$ cat src/rtl/sfu_pre_processor_pipe.sv
// SFU pre-processor pipeline.
// Decomposes each FP32 lane into sign, exponent, table index and interpolation
// offset, issues the coefficient ROM read and registers c0/c1/c2, y and the
// special-case bypass value for the polynomial evaluator. The pipeline has two
// stages (S1 + output register) and freezes globally while the output is stalled.
module sfu_pre_processor_pipe #(
  parameter int LANES    = 1,
  parameter int IDX_BITS = 7,
  parameter int C0_W     = 29,
  parameter int C1_W     = 25,
  parameter int C2_W     = 17,
  parameter int TAG_W    = 4,
  localparam int AW      = 3 + IDX_BITS,
  localparam int Y_W     = 24 - IDX_BITS,
  localparam int CW      = C0_W + C1_W + C2_W
) (
  input  logic                    clk,
  input  logic                    rst_n,
  input  logic                    in_valid,
  output logic                    in_ready,
  input  logic [3:0]              in_opcode,
  input  logic [32*LANES-1:0]     in_x,
  input  logic [TAG_W-1:0]        in_tag,
  output logic                    rom_en,
  output logic [AW*LANES-1:0]     rom_addr,
  input  logic [CW*LANES-1:0]     rom_data,
  output logic                    out_valid,
  input  logic                    out_ready,
  output logic [LANES-1:0]        out_sign,
  output logic [9*LANES-1:0]      out_exponent,
  output logic [LANES-1:0]        out_skip,
  output logic [32*LANES-1:0]     out_skip_val,
  output logic [C0_W*LANES-1:0]   out_c0,
  output logic [C1_W*LANES-1:0]   out_c1,
  output logic [C2_W*LANES-1:0]   out_c2,
  output logic [Y_W*LANES-1:0]    out_y,
  output logic [TAG_W-1:0]        out_tag
);

  typedef struct packed {
    logic [AW-1:0]  addr;
    logic           sign;
    logic [8:0]     exponent;
    logic [Y_W-1:0] y;
    logic           skip;
    logic [31:0]    skip_val;
  } lane_t;

  // Per-lane decomposition and special-case classification of one operand.
  function automatic lane_t decode(input logic [3:0] op, input logic [31:0] x);
    lane_t                d;
    logic [7:0]           e;
    logic [22:0]          m;
    logic [8:0]           ue;
    logic [IDX_BITS-1:0]  idx;
    logic                 zero;
    logic                 inf;
    logic                 nan;
    logic                 legal;
    e     = x[30:23];
    m     = x[22:0];
    ue    = {1'b0, e} - 9'd127;
    zero  = (e == 8'd0);
    inf   = (e == 8'hFF) && (m == 23'd0);
    nan   = (e == 8'hFF) && (m != 23'd0);
    legal = (op <= 4'd3) || (op == 4'd8);
    d      = '0;
    d.sign = x[31];
    case (op)
      4'd0, 4'd3: begin
        idx        = m[22 -: IDX_BITS];
        d.y        = {m[22-IDX_BITS:0], 1'b0};
        d.exponent = ue;
      end
      4'd1, 4'd2: begin
        // Exponent parity selects the half-table so odd exponents fold into the mantissa range.
        idx        = {ue[0], m[22 -: IDX_BITS-1]};
        d.y        = m[23-IDX_BITS:0];
        d.exponent = {ue[8], ue[8:1]};
      end
      default: begin
        idx        = '0;
        d.exponent = ue;
      end
    endcase
    d.addr = {op[2:0], idx};
    d.skip = 1'b1;
    if (nan) begin
      d.skip_val = 32'h7FC00000;
    end else if (!legal) begin
      d.skip_val = 32'h7FC00000;
    end else if (op == 4'd8) begin
      if (x[31] || zero) begin
        d.skip_val = 32'h00000000;
      end else if (x[30:0] >= 31'h40C00000) begin
        d.skip_val = 32'h40C00000;
      end else begin
        d.skip_val = x;
      end
    end else if (x[31] && !zero && (op != 4'd0)) begin
      d.skip_val = 32'h7FC00000;
    end else if (zero) begin
      case (op)
        4'd0:    d.skip_val = {x[31], 31'h7F800000};
        4'd1:    d.skip_val = 32'h7F800000;
        4'd2:    d.skip_val = x;
        default: d.skip_val = 32'hFF800000;
      endcase
    end else if (inf && !x[31]) begin
      case (op)
        4'd0, 4'd1: d.skip_val = 32'h00000000;
        default:    d.skip_val = 32'h7F800000;
      endcase
    end else if (inf) begin
      d.skip_val = 32'h80000000;
    end else begin
      d.skip     = 1'b0;
      d.skip_val = 32'h00000000;
    end
    if (d.skip) begin
      d.y = '0;
    end else begin
      d.y = d.y;
    end
    return d;
  endfunction

  logic               stall_s;
  lane_t [LANES-1:0]  dec_s;
  lane_t [LANES-1:0]  s1_lane_r;
  logic               s1_valid_r;
  logic [TAG_W-1:0]   s1_tag_r;

  assign stall_s  = out_valid & ~out_ready;
  assign in_ready = ~stall_s;
  assign rom_en   = in_valid & in_ready;

  // Decode every lane of the incoming operand and drive the ROM address.
  always_comb begin
    dec_s    = '0;
    rom_addr = '0;
    for (int i = 0; i < LANES; i++) begin
      dec_s[i]              = decode(in_opcode, in_x[32*i +: 32]);
      rom_addr[AW*i +: AW]  = dec_s[i].addr;
    end
  end

  // S1: hold the decoded lanes while the ROM word for them is being read.
  always_ff @(posedge clk or negedge rst_n) begin
    if (!rst_n) begin
      s1_valid_r <= 1'b0;
      s1_tag_r   <= '0;
      s1_lane_r  <= '0;
    end else if (!stall_s) begin
      s1_valid_r <= in_valid;
      s1_tag_r   <= in_tag;
      s1_lane_r  <= dec_s;
    end else begin
      s1_valid_r <= s1_valid_r;
    end
  end

  // Output register: merge S1 fields with the ROM coefficients, zeroed for bypassed lanes.
  always_ff @(posedge clk or negedge rst_n) begin
    if (!rst_n) begin
      out_valid    <= 1'b0;
      out_tag      <= '0;
      out_sign     <= '0;
      out_exponent <= '0;
      out_skip     <= '0;
      out_skip_val <= '0;
      out_c0       <= '0;
      out_c1       <= '0;
      out_c2       <= '0;
      out_y        <= '0;
    end else if (!stall_s) begin
      out_valid <= s1_valid_r;
      out_tag   <= s1_tag_r;
      for (int i = 0; i < LANES; i++) begin
        out_sign[i]                 <= s1_lane_r[i].sign;
        out_exponent[9*i +: 9]      <= s1_lane_r[i].exponent;
        out_skip[i]                 <= s1_lane_r[i].skip;
        out_skip_val[32*i +: 32]    <= s1_lane_r[i].skip_val;
        out_y[Y_W*i +: Y_W]         <= s1_lane_r[i].y;
        if (s1_lane_r[i].skip) begin
          out_c0[C0_W*i +: C0_W] <= '0;
          out_c1[C1_W*i +: C1_W] <= '0;
          out_c2[C2_W*i +: C2_W] <= '0;
        end else begin
          out_c0[C0_W*i +: C0_W] <= rom_data[CW*i + C1_W + C2_W +: C0_W];
          out_c1[C1_W*i +: C1_W] <= rom_data[CW*i + C2_W +: C1_W];
          out_c2[C2_W*i +: C2_W] <= rom_data[CW*i +: C2_W];
        end
      end
    end else begin
      out_valid <= out_valid;
    end
  end

endmodule

$ cat config.mk
export PLATFORM = sky130hd
export DESIGN_NAME = sfu_pre_processor_pipe
export DESIGN_NICKNAME = d
export VERILOG_FILES = /design/src/rtl/sfu_pre_processor_pipe.sv
export SDC_FILE = /design/constraint.sdc
export NUM_CORES = 1
export LEC_CHECK = 0
export BUFFER_PORTS_ARGS = -buffer_cell sky130_fd_sc_hd__buf_2
export CAP_MARGIN = 20
export CORE_ASPECT_RATIO = 0.8
export CORE_MARGIN = 2
export CORE_UTILIZATION = 45
export DETAILED_ROUTE_END_ITERATION = 8
export PLACE_DENSITY_LB_ADDON = 0.15
export SETUP_SLACK_MARGIN = 0.4
export SLEW_MARGIN = 30
export SYNTH_ARGS = -nofsm -noshare
export SYNTH_HDL_FRONTEND = slang
export SYNTH_SLANG_ARGS = --single-unit
$ cat constraint.sdc
create_clock -name clk -period 3.2 [get_ports clk]
set_clock_uncertainty 0.2 [all_clocks]
set_input_delay 0.64 -clock clk [delete_from_list [all_inputs] [get_ports clk]]
set_output_delay 0.64 -clock clk [all_outputs]
set_load 0.005 [all_outputs]
==> results of run 1 <==
## path summary, 6_finish.rpt
check | start | to | slack [ns] | cells after the start
worst max-delay path | in_opcode[3] | rom_addr[1] | 0.54 | 6
worst min-delay path | in_tag[3] | s1_tag_r[3]$_DFFE_PN0N_ | 0.14 | 3
worst max register to register | out_valid$_DFFE_PN0N_ | s1_lane_r[33]$_DFFE_PN0N_ | 1.26 | 4
worst min register to register | out_exponent[8]$_DFFE_PN0N_ | out_exponent[8]$_DFFE_PN0N_ | 0.26 | 2
max in group asynchronous | rst_n | out_c2[14]$_DFFE_PN0N_ | 1.52 | 3
min in group asynchronous | rst_n | s1_lane_r[22]$_DFFE_PN0N_ | 0.51 | 2
## per-layer routing
layer  wire, µm  share of wire (%)
met3       1510                6.6
met5         13              0.057
met4        418                1.8
met1      10700                 47
met2      10300                 45
## cells in the final DEF, fill, tap and decap left out, drive strengths merged, types with 3 or more instances in the layout
cell type / instances
buf: 279
nand4: 3
xnor2: 4
a22oi: 16
dfrtp: 201
or3: 4
mux2: 3
o21ai: 23
inv: 6
nand3: 6
ha: 3
xor2: 3
nand3b: 73
a22o: 7
clkbuf: 29
nor4b: 3
o22a: 7
nor3: 7
or4b: 3
bufinv: 3
nor4: 9
nor2: 17
a21oi: 10
nand2: 382
a32o: 23
and2: 3
a31oi: 3
o211ai: 3
nor3b: 4
## layout make-up
| class | instances | area, µm² | share of cell area [%] |
|---|---|---|---|
| Timing Repair Buffer | 281 | 1500 | 13.8 |
| Multi-Input combinational cell | 636 | 3330 | 30.5 |
| Clock buffer | 28 | 582 | 5.34 |
| Clock inverter | 7 | 116 | 1.07 |
| Sequential cell | 201 | 5030 | 46.1 |
| Tap cell | 258 | 323 | 2.96 |
| Inverter | 5 | 21.3 | 0.195 |
## stage by stage
step	total power [mW]	instance area (µm²)
floorplan	3.23	8690
CTS	6.13	10900
global route	6.33	10900
global placement	3.61	10200
finish	6.06	10900
detailed placement	3.62	10200
## where the power goes
part | switching (mW) | leakage, nW | internal (mW)
sequential | 0.0809 | 2.65 | 2.71
clock | 0.976 | 0.340 | 1.52
combinational | 0.479 | 2.93 | 0.296
total | 1.54 | 5.92 | 4.52
## state kept, by name, indices dropped and copies added (netlist names), 4 cells and up
signal,flops
out_c0,29
out_c2,17
out_c1,25
out_y,17
out_tag,4
out_exponent,9
out_skip_val,32
s1_tag_r,4
s1_lane_r,60
## repair_timing
action                     CTS  global route
hold buffers                 1             0
hold endpoints to repair    65             0
setup endpoints to repair    0             6
resized for setup            0             1
## worst reg2reg max path, stage by stage, from the launching register on
cell      delay, ns
dfrtp_1        0.37
nor2b_4        0.17
a211oi_1       0.21
nand3_1        0.49
o21ai_0        0.40
## cell families (layout without fill, tap and decap cells)
kind of cell,Yosys count,after routing,share of synthesized area [%]
AND/OR/NAND/NOR,519,519,27.6
buffers and inverters,77,321,4.02
multiplexers,5,5,0.619
AO/OA/AOI/OAI,102,102,8.77
flip-flops,201,201,57.9
adder cells (fa/ha/maj),3,3,0.432
XOR/XNOR,7,7,0.706
==> metrics.log, run 1 <==
INFO  metric status = complete, no violations
INFO  metric buffers_added_on_ports = 262
INFO  metric worstPathCellList = buf_2 > or2_0 > nor2_1 > buf_4 > a22o_1 > buf_2
INFO  metric cpMaxStageDelayCell = or2_0
INFO  metric initial_core_util = 45.8%
INFO  metric cts-buffers-inserted = 21
INFO  metric timing.final.crit_share = between 80% and 90%
INFO  metric layout-area-overhead-vs-synth = 25.5%
INFO  metric grt_use_total = 22.0%
INFO  metric fraction_of_met1_tracks_used_by_global_routing = 33.0%
INFO  metric number_of_global_route_vias_before_repair = about 6700
INFO  metric holdCritPathClass = input port to flip-flop
INFO  metric timing.critical_path.max_delay_family = buffers and inverters
INFO  metric dp_hpwl = 15500 µm
INFO  metric via_count = 7205
INFO  metric number_of_drc_markers_after_the_initial_detailed_route_iteration = 471
INFO  metric fraction_of_the_yosys_area_taken_by_sequential_cells = 57.9%
INFO  metric hold_violations = 0
INFO  metric worstMarginPinSlew = 0.797 ns
INFO  metric fp.dieW = between 150 and 200 µm
INFO  metric cp.buffers_inverters = 3
INFO  metric ir_worst_vdd = 330 µV
INFO  metric critical_path.startpoint_type = input port
INFO  metric power_density = 556 nW/µm²
INFO  metric largest_net_degree_at_the_start_of_global_routing = 163
INFO  metric grt_util_met3 = 4.37%
INFO  metric finalCoreUtilization = 57.4%
INFO  metric num_rows = 45
INFO  metric wire_length_of_the_first_global_routing_pass = 36200 µm
INFO  metric drc = 0
INFO  metric synth-edff-count = 0
INFO  metric post_place_cells = 1380
INFO  metric global_route.peak_usage_layer = met1
INFO  metric route.detailed.wl_per_inst = roughly 16 µm
INFO  metric cts-htree-levels = 1
INFO  metric timing.critical_path.slowest_cell_delay = 0.32 ns
INFO  metric setup.worst_path.end_class = primary output
INFO  metric num-fill-cells = 1780
INFO  metric synth.largest_area_cell = dfrtp_1
INFO  metric maxSlewViolCount = 0
INFO  metric timing.hold.ws = 0.141 ns
INFO  metric synth_area_leaders = dfrtp_1 (58%), nand2_1 (17%), nand3b_1 (6.3%)
INFO  metric total_setup_violations_reported_at_the_end_of_the_flow = 0
INFO  metric final_antenna_net_count = 0
INFO  metric clock_path_buffers = 3
INFO  metric cts.repair_timing.setup_buffer_count = 0
INFO  metric tritoncts_num_sinks = 201
INFO  metric antenna_found_initial = 1
INFO  metric share_of_layout_cells_above_drive_strength_1 = 28.1%
INFO  metric die_area = 20400 µm²
INFO  metric total_number_of_yosys_warnings = 0
INFO  metric slew_headroom = 46.9%
INFO  metric synth.cell_area = between 8000 and 9000 µm²
INFO  metric die_height = 128 µm
INFO  metric pin_count = 263
INFO  metric worst-endpoint-arrival = 1.82 ns
INFO  metric power.leakage = just under 6 nW
INFO  metric unrepaired_setup_endpoints_after_global_routing = false
INFO  metric firstDrtPassIters = 5
INFO  metric crit_path_frequent_cell = buf_2
INFO  metric ys_top_cells_by_count = nand2_1 (382), dfrtp_1 (201), nand3b_1 (73), clkbuf_1 (51), a32o_1 (23)
INFO  metric instances_no_fill = 1416
INFO  metric yosys.cell_types.count = between 40 and 50
INFO  metric setup_total_negative_slack = 0 ns
INFO  metric syn_avg_cell_area = 9.51 µm²
INFO  metric cts_tree = built
INFO  metric final_nets = approximately 1300
INFO  metric clk_latency = about 0.50 ns
INFO  metric yosysTopAreaCellShare = approximately 58%
INFO  metric placeableCoreArea = roughly 19000 µm²
INFO  metric synth.ff_latch_count = 201
INFO  metric gp_congestion = 0.881
INFO  metric postSynthCellCount = 914
INFO  metric total_wirelength_of_the_detailed_routed_design = 22900 µm
INFO  metric syn-num-nets = 1032
INFO  metric drv_cap = 0
INFO  metric grtUsageMet2 = 32.8%
INFO  metric detail_route.vias_per_cell = 5.09
INFO  metric timing.final.ws_setup = 0.544 ns
INFO  metric clockRootBuffer = clkbuf_16
INFO  metric maximum_fanout_along_the_worst_path = 23
INFO  metric final_global_route_overflow_total = 0
INFO  metric antenna_cells = 0
INFO  metric synth-main-ff-cell = dfrtp_1
INFO  metric path_class = input port to primary output
INFO  metric preCtsSetupSlack = around 0.12 ns
INFO  metric path_clk_slew = 0.06 ns
INFO  metric max_freq = about 0.38 GHz
INFO  metric period_needed = 2.66 ns
INFO  metric synth_most_common_cell = nand2_1
INFO  metric ys_async_rst_share = 100%
INFO  metric critical_path_required = 2.36 ns
No activity file was read; power rests on OpenSTA's default activity.
==> run 2, diff against run 1 <==
ABC_AREA = 1   (was not set)
clock period = 2.6 ns   (was 3.2 ns; I/O delays follow)
==> run 2 against run 1 <==
  * Synthesized cell count increased by 4.0%
  * Sequential power increased by 28%
  * Sequential share of layout area fell by 0.45 points
  * Final area rose by 0.98%
  * First-iteration DRC count did not move
  * Largest cell class unchanged
  * Synthesized area down 0.22%
  * Register-to-register slack lost 0.58 ns
  * Critical path depth stayed put
  * Final cell count is 3.9% higher
  * Via count grew 0.82%
  * Critical path type unchanged
==> metrics.log, run 2 <==
INFO  metric startpoint = in_opcode[3]
INFO  metric gp_congestion = 0.842
INFO  metric cts-buffers-inserted = 21
INFO  metric total_wirelength_of_the_detailed_routed_design = 21900 µm
INFO  metric min_to = s1_tag_r[3]$_DFFE_PN0N_
INFO  metric largest_register_ff_count = 60
INFO  metric synth.ff_latch_count = 201
INFO  metric instances_no_fill = between 1000 and 1500
INFO  metric pin_count = 263
INFO  metric holdCritPathClass = input port to flip-flop
INFO  metric timing.critical_path.max_delay_family = buffers and inverters
INFO  metric number_of_global_route_vias_before_repair = 6862
INFO  metric die_area = 20400 µm²
INFO  metric rr_startpoint = out_valid$_DFFE_PN0N_
INFO  metric maximum_fanout_along_the_worst_path = 8
INFO  metric power_density = about 700 nW/µm²
INFO  metric initial_core_util = 45.8%
INFO  metric hold_violations = 0
INFO  metric route.detailed.wl_per_inst = 14.9 µm
INFO  metric path_class = input port to primary output
INFO  metric dp_hpwl = 15000 µm
INFO  metric critical_path_required = 1.88 ns
INFO  metric worstPathCellList = buf_2 > nor2_2 > buf_4 > nand3_4 > o22ai_2 > buf_2
INFO  metric maxSlewViolCount = 0
INFO  metric firstDrtPassIters = 5
INFO  metric max_freq = around 0.47 GHz
INFO  metric crit_path_frequent_cell = buf_2
INFO  metric post_place_cells = 1431
INFO  metric layout-area-overhead-vs-synth = 27.0%
INFO  metric detail_route.vias_per_cell = 4.94
INFO  metric fp.dieW = 159 µm
INFO  metric synth-edff-count = 0
INFO  metric syn_avg_cell_area = just over 9 µm²
INFO  metric worstMarginPinSlew = 0.803 ns
INFO  metric clock_path_buffers = 3
INFO  metric tritoncts_num_sinks = 201
INFO  metric cts_tree = built
INFO  metric setup_total_negative_slack = 0 ns
INFO  metric drv_cap = 0
INFO  metric worst-endpoint-arrival = 1.42 ns
INFO  metric clk_latency = roughly 0.50 ns
INFO  metric timing.final.crit_share = 82.5%
INFO  metric final_antenna_net_count = 0
INFO  metric fraction_of_the_yosys_area_taken_by_sequential_cells = approximately three fifths
INFO  metric synth.largest_area_cell = dfrtp_1
INFO  metric layout.cell_area.non_filler = about 11000 µm²
INFO  metric synth-main-ff-cell = dfrtp_1
INFO  metric hold_depth = 3
INFO  metric via_count = 7264
INFO  metric number_of_drc_markers_after_the_initial_detailed_route_iteration = between 400 and 500
INFO  metric setup.worst_path.end_class = primary output
INFO  metric ir_worst_vdd = 410 µV
INFO  metric largest_net_degree_at_the_start_of_global_routing = 94
INFO  metric share_of_layout_cells_above_drive_strength_1 = 29.6%
INFO  metric synth.cell_area = 8670 µm²
INFO  metric grt_use_total = 21.2%
INFO  metric period_needed = ~2.1 ns
INFO  metric worstRegToRegCells = 5
INFO  metric buffers_added_on_ports = 262
INFO  metric final_nets = 1318
INFO  metric drc = 0
INFO  metric die_height = 128 µm
INFO  metric total_setup_violations_reported_at_the_end_of_the_flow = 0
INFO  metric total_number_of_yosys_warnings = 0
INFO  metric critical_path.startpoint_type = input port
INFO  metric worstHoldStart = in_tag[3]
INFO  metric wire_length_of_the_first_global_routing_pass = 35600 µm
INFO  metric yosys.cell_types.count = 33
INFO  metric reg2reg_slack = between 0.6 and 0.7 ns
INFO  metric cpMaxStageDelayCell = o22ai_2
INFO  metric timing.critical_path.slowest_cell_delay = 0.19 ns
INFO  metric synth_area_leaders = dfrtp_1 (58%), nand2_1 (16%), a22o_1 (7.3%)
INFO  metric cp.buffers_inverters = 3
INFO  metric synth_most_common_cell = nand2_1
INFO  metric power.leakage = 6.20 nW
INFO  metric antenna_found_initial = 1
INFO  metric ys_top_cells_by_count = nand2_1 (380), dfrtp_1 (201), a22o_1 (72), inv_1 (46), nor2_1 (43)
INFO  metric clockRootBuffer = clkbuf_16
INFO  metric antenna_cells = 0
INFO  metric crit-reg2reg-capture = s1_lane_r[51]$_DFFE_PN0N_
INFO  metric placeableCoreArea = 18900 µm²
INFO  metric slew_headroom = 46.5%
INFO  metric final_global_route_overflow_total = 0
INFO  metric unrepaired_setup_endpoints_after_global_routing = false
INFO  metric placed_cell_area = 10300 µm²
INFO  metric reg.largest.list = s1_lane_r x60, out_skip_val x32, out_c0 x29
INFO  metric finalCoreUtilization = 58.2%
INFO  metric yosysTopAreaCellShare = 58.0%
INFO  metric total_power = between 7 and 8 mW
INFO  metric most-common-layout-cells = nand2_1 (378), buf_2 (261), dfrtp_1 (201)
INFO  metric cts-htree-levels = 1
INFO  metric num_rows = 45
INFO  metric syn-num-nets = 1069
INFO  metric path_clk_slew = ~0.060 ns
INFO  metric max_flop_register = s1_lane_r
INFO  metric final_common_cell = nand2_1
INFO  metric ys_async_rst_share = between 90% and 100%
INFO  metric status = complete, no violations
INFO  metric postSynthCellCount = 951
-- run 2: cell types whose count changed after synthesis, moves of 17 or more --
cell	before	now
clkbuf_1	51	32
nand3_1	6	23
inv_1	5	46
a22o_1	7	72
nor2_1	17	43
nand3b_1	73	0
o22ai_1	0	23
a32o_1	23	0
-- run 2: metal layers --
layer | global-route usage, % | vias up | wire (µm)
met5 | 0 | - | 7
met3 | 4.34 | 33 | 1260
met2 | 32.8 | 197 | 10000
met1 | 30.8 | 3464 | 10100
met4 | 5.67 | 2 | 490
li1 | - | 3568 | -
-- run 2: worst max path at each step --
| stage | endpoint | slack [ns] | depth (start not counted) |
|---|---|---|---|
| after CTS | rom_addr[6] | 0.44 | 7 |
| after floorplan | rom_addr[0] | 0.44 | 7 |
| after detailed placement | rom_addr[6] | 0.16 | 7 |
| after global placement | s1_lane_r[0]$_DFFE_PN0N_ | 0.08 | 11 |
| final | rom_addr[1] | 0.46 | 6 |
| after global routing | rom_addr[5] | 0.40 | 6 |
-- run 2: power breakdown --
group / switching [mW] / leakage (nW) / internal (mW) / total (mW)
Clock: 1.19 / 0.337 / 1.77 / 2.96
Sequential: 0.148 / 2.64 / 3.41 / 3.56
Combinational: 0.671 / 3.23 / 0.480 / 1.15
Total: 2.01 / 6.20 / 5.66 / 7.67
-- run 2: per-stage QoR --
stage | hold WS [ns] | worst slack, ns
3_3_place_gp | 0.238 | 0.0814
6_report | 0.0243 | 0.456
4_1_cts | 0.0103 | 0.442
5_1_grt | 0.0218 | 0.403
3_5_place_dp | 0.242 | 0.164
2_1_floorplan | 0.0244 | 0.444
-- run 2: area by class of cell --
class / instances / area [µm²]
flip-flops and latches: 201 / 5030
inverters: 53 / 204
multi-input cells: 635 / 3180
clock buffers: 28 / 582
clock inverters: 8 / 93.8
fillers: 1791 / 7910
repair buffers: 288 / 1590
well taps: 258 / 323
-- run 2: timing repair --
item,in CTS,in global routing
setup endpoints to repair,9,3
gates resized for setup,7,2
buffers inserted,1,2
endpoints found under the hold margin,52,0
hold buffers,1,0
pin swaps,1,1
-- run 2: logic make-up after synthesis --
group                      after synthesis  synth area share (%)
and+or+nand+nor                        492                  23.5
DFF                                    201                  58.0
AOI/OAI and AO/OA                      135                  11.6
buffers and inverters                  115                  5.97
xor gates and xnor gates                 5                 0.505
adders and majority gates                3                 0.433
-- run 2: worst reg2reg max path, delay by kind of cell (launching register included) --
kind,cells,cell delay (ns)
DFF,1,0.34
AOI/OAI and AO/OA,1,0.27
and+or+nand+nor,1,0.16
buffers and inverters,3,0.80
==> run 3, diff against run 2 <==
clock period = 1.85 ns   (was 2.6 ns; I/O delays follow)
==> run 3 against run 2 <==
  * The run now ends with hold timing, setup timing left
  * Setup slack worse by 0.54 ns
  * Power rose by 63%
  * Combinational power grew to 2.7 times the previous value
  * Die area is the same
  * Sequential share of layout area shrank 12 points
  * Critical path type is now flip-flop to primary output
  * Critical endpoint is now rom_en
  * Final cell count rose by 17%
  * Global-route usage increased by 4.3 points
  * Clock power increased by 47%
  * Non-clock buffer count rose by 243
  * Via count is 21% higher
==> metrics.log, run 3 (same netlist as run 2, synthesis figures left out) <==
INFO  metric worst-endpoint-arrival = 1.36 ns
INFO  metric worstHoldStart = in_valid
INFO  metric clockRootBuffer = clkbuf_16
INFO  metric antenna_found_initial = 0
INFO  metric die_area = 20400 µm²
INFO  metric sequential_cell_area = between 5000 and 6000 µm²
INFO  metric power.clock.fraction = 34.7%
INFO  metric post_cts_hold_buffer_count = 76
INFO  metric wire_length_of_the_first_global_routing_pass = ~42000 µm
INFO  metric drv_cap = 0
INFO  metric total_setup_violations_reported_at_the_end_of_the_flow = 2
INFO  metric cpMaxStageDelayCell = dfrtp_1
INFO  metric placed_cell_area = roughly 11000 µm²
INFO  metric cts_tree = built
INFO  metric fp.dieW = 159 µm
INFO  metric path_class = flip-flop to primary output
INFO  metric maximum_fanout_along_the_worst_path = 4
INFO  metric worstRegToRegCells = 9
INFO  metric die_height = 128 µm
INFO  metric tritoncts_num_sinks = 201
INFO  metric total_wirelength_of_the_detailed_routed_design = 30300 µm
INFO  metric rr_startpoint = out_valid$_DFFE_PN0N_
INFO  metric clk_latency = about 0.50 ns
INFO  metric detail_route.vias_per_cell = roughly 5.1
INFO  metric slew_headroom = 73.9%
INFO  metric antenna_cells = 0
INFO  metric timing.critical_path.max_delay_family = flip-flops
INFO  metric max_freq = 0.517 GHz
INFO  metric initial_core_util = 45.8%
INFO  metric reg.largest.list = s1_lane_r x60, out_skip_val x32, out_c0 x29
INFO  metric buffers_added_on_ports = around 260
INFO  metric path_clk_slew = 0.06 ns
INFO  metric via_count = just under 9000
INFO  metric pin_count = 263
INFO  metric final_nets = 1562
INFO  metric clock_path_buffers = 3
INFO  metric firstDrtPassIters = 4
INFO  metric cts-buffers-inserted = 21
INFO  metric min_to = s1_valid_r$_DFFE_PN0N_
INFO  metric timing.hold.ws = -0.0680 ns
INFO  metric power_density = about 830 nW/µm²
INFO  metric drc = 0
INFO  metric hold_depth = 3
INFO  metric timing.final.ws_setup = -0.0829 ns
INFO  metric placeableCoreArea = 18900 µm²
INFO  metric multiInputGateArea = 4110 µm²
INFO  metric reg2reg_slack = 0.03 ns
INFO  metric worstMarginPinSlew = 0.390 ns
INFO  metric max_flop_register = s1_lane_r
INFO  metric maxSlewViolCount = 0
INFO  metric gp_congestion = approximately 0.87
INFO  metric final_common_cell = buf_2
INFO  metric critical_path_required = 1.28 ns
INFO  metric layout.cell_area.non_filler = 15000 µm²
INFO  metric cp.buffers_inverters = 4
INFO  metric switching_share = 27.7%
INFO  metric power.leakage = between 8 and 9 nW
INFO  metric largest_net_degree_at_the_start_of_global_routing = 59
INFO  metric setup.worst_path.end_class = primary output
INFO  metric layout-area-overhead-vs-synth = 73.0%
INFO  metric route.detailed.wl_per_inst = 17.7 µm
INFO  metric crit_path_frequent_cell = inv_2
INFO  metric final_global_route_overflow_total = 0
INFO  metric most-common-layout-cells = buf_2 (252), nand2_1 (227), dfrtp_1 (201)
INFO  metric status = finished with violations
INFO  metric seq_power_share = 40.4%
INFO  metric ir_worst_vdd = 612 µV
INFO  metric critical_path.startpoint_type = flip-flop
INFO  metric num_rows = 45
INFO  metric timing.final.crit_share = 104%
INFO  metric number_of_drc_markers_after_the_initial_detailed_route_iteration = 633
INFO  metric worstPathCellList = inv_2 > nor2_4 > clkinv_8 > nand2_4 > inv_2 > buf_6
INFO  metric holdCritPathClass = input port to flip-flop
INFO  metric unrepaired_setup_endpoints_after_global_routing = true
INFO  metric pwr-share-comb = 24.9%
INFO  metric grt_use_total = 25.5%
INFO  metric number_of_global_route_vias_before_repair = 7992
INFO  metric final_antenna_net_count = 0
INFO  metric crit-reg2reg-capture = out_c2[14]$_DFFE_PN0N_
INFO  metric num-fill-cells = around 1200
INFO  metric largest_register_ff_count = 60
INFO  metric cts-htree-levels = 1
INFO  metric share_of_layout_cells_above_drive_strength_1 = roughly half
INFO  metric violated_checks = hold timing, setup timing
INFO  metric timing.critical_path.slowest_cell_delay = 0.36 ns
INFO  metric period_needed = 1.93 ns
INFO  metric p_sw = about 3.5 mW
INFO  metric hold_violations = 1
INFO  metric dp_hpwl = 16100 µm
INFO  metric p_int = 9.03 mW
==> run 3: stage by stage <==
step           utilization [%]  TNS, ns  std cells  setup WS [ns]  total power [mW]
5_1_grt                   79.3   -0.183       1717         -0.120              13.0
2_1_floorplan                -        0        951          0.121              5.92
4_1_cts                   69.1   -0.192       1623         -0.133              11.7
3_3_place_gp              57.5   -14.01       1481         -0.340              6.81
3_5_place_dp              57.5   -16.41       1481         -0.377              6.83
6_report                  79.3  -0.0996       1717        -0.0829              12.5
==> run 3: routing by layer <==
metal	part of all wire [%]	global-route usage [%]	vias up
met2	49	40.7	325
met5	0	0	-
met1	42	35.9	4327
li1	-	-	4086
met3	5.9	4.82	62
met4	2.8	7.49	0
==> run 3: worst max-delay path by stage <==
stage / startpoint / end / cells past startpoint
global route: out_valid$_DFFE_PN0N_ / rom_en / 6
global placement: in_x[24] / s1_lane_r[33]$_DFFE_PN0N_ / 11
CTS: out_valid$_DFFE_PN0N_ / rom_en / 6
floorplan: in_opcode[1] / rom_addr[6] / 7
detailed placement: in_x[24] / s1_lane_r[35]$_DFFE_PN0N_ / 11
finish: out_valid$_DFFE_PN0N_ / rom_en / 6
==> run 3: final cells by class <==
type	instances	area share, %
clock inverters	6	0.559
clock buffers	32	4.11
well taps	258	2.15
multi-input cells	636	27.4
repair buffers	531	30.6
flip-flops and latches	201	33.5
inverters	53	1.59
==> run 3: worst min-delay path, delay by kind of cell <==
family,cells,cell delay (ns)
compound gates,1,0.06
buf+inv,1,0.11
simple gates,1,0.05
==> run 3: power groups by stage <==
stage	Combinational [mW]	Sequential, mW	Clock (mW)
finish	3.11	5.05	4.34
global route	3.32	5.08	4.65
CTS	2.29	5.00	4.41
detailed placement	1.76	5.06	0
global placement	1.75	5.06	0
floorplan	0.833	5.09	0
==> run 3: what timing repair did <==
action                     in CTS  in global routing
hold endpoints to repair      277                  1
cloned                         12                 19
setup endpoints to repair     340                341
pin swaps                      44                 87
setup buffers                  16                 75
resized for setup              63                281
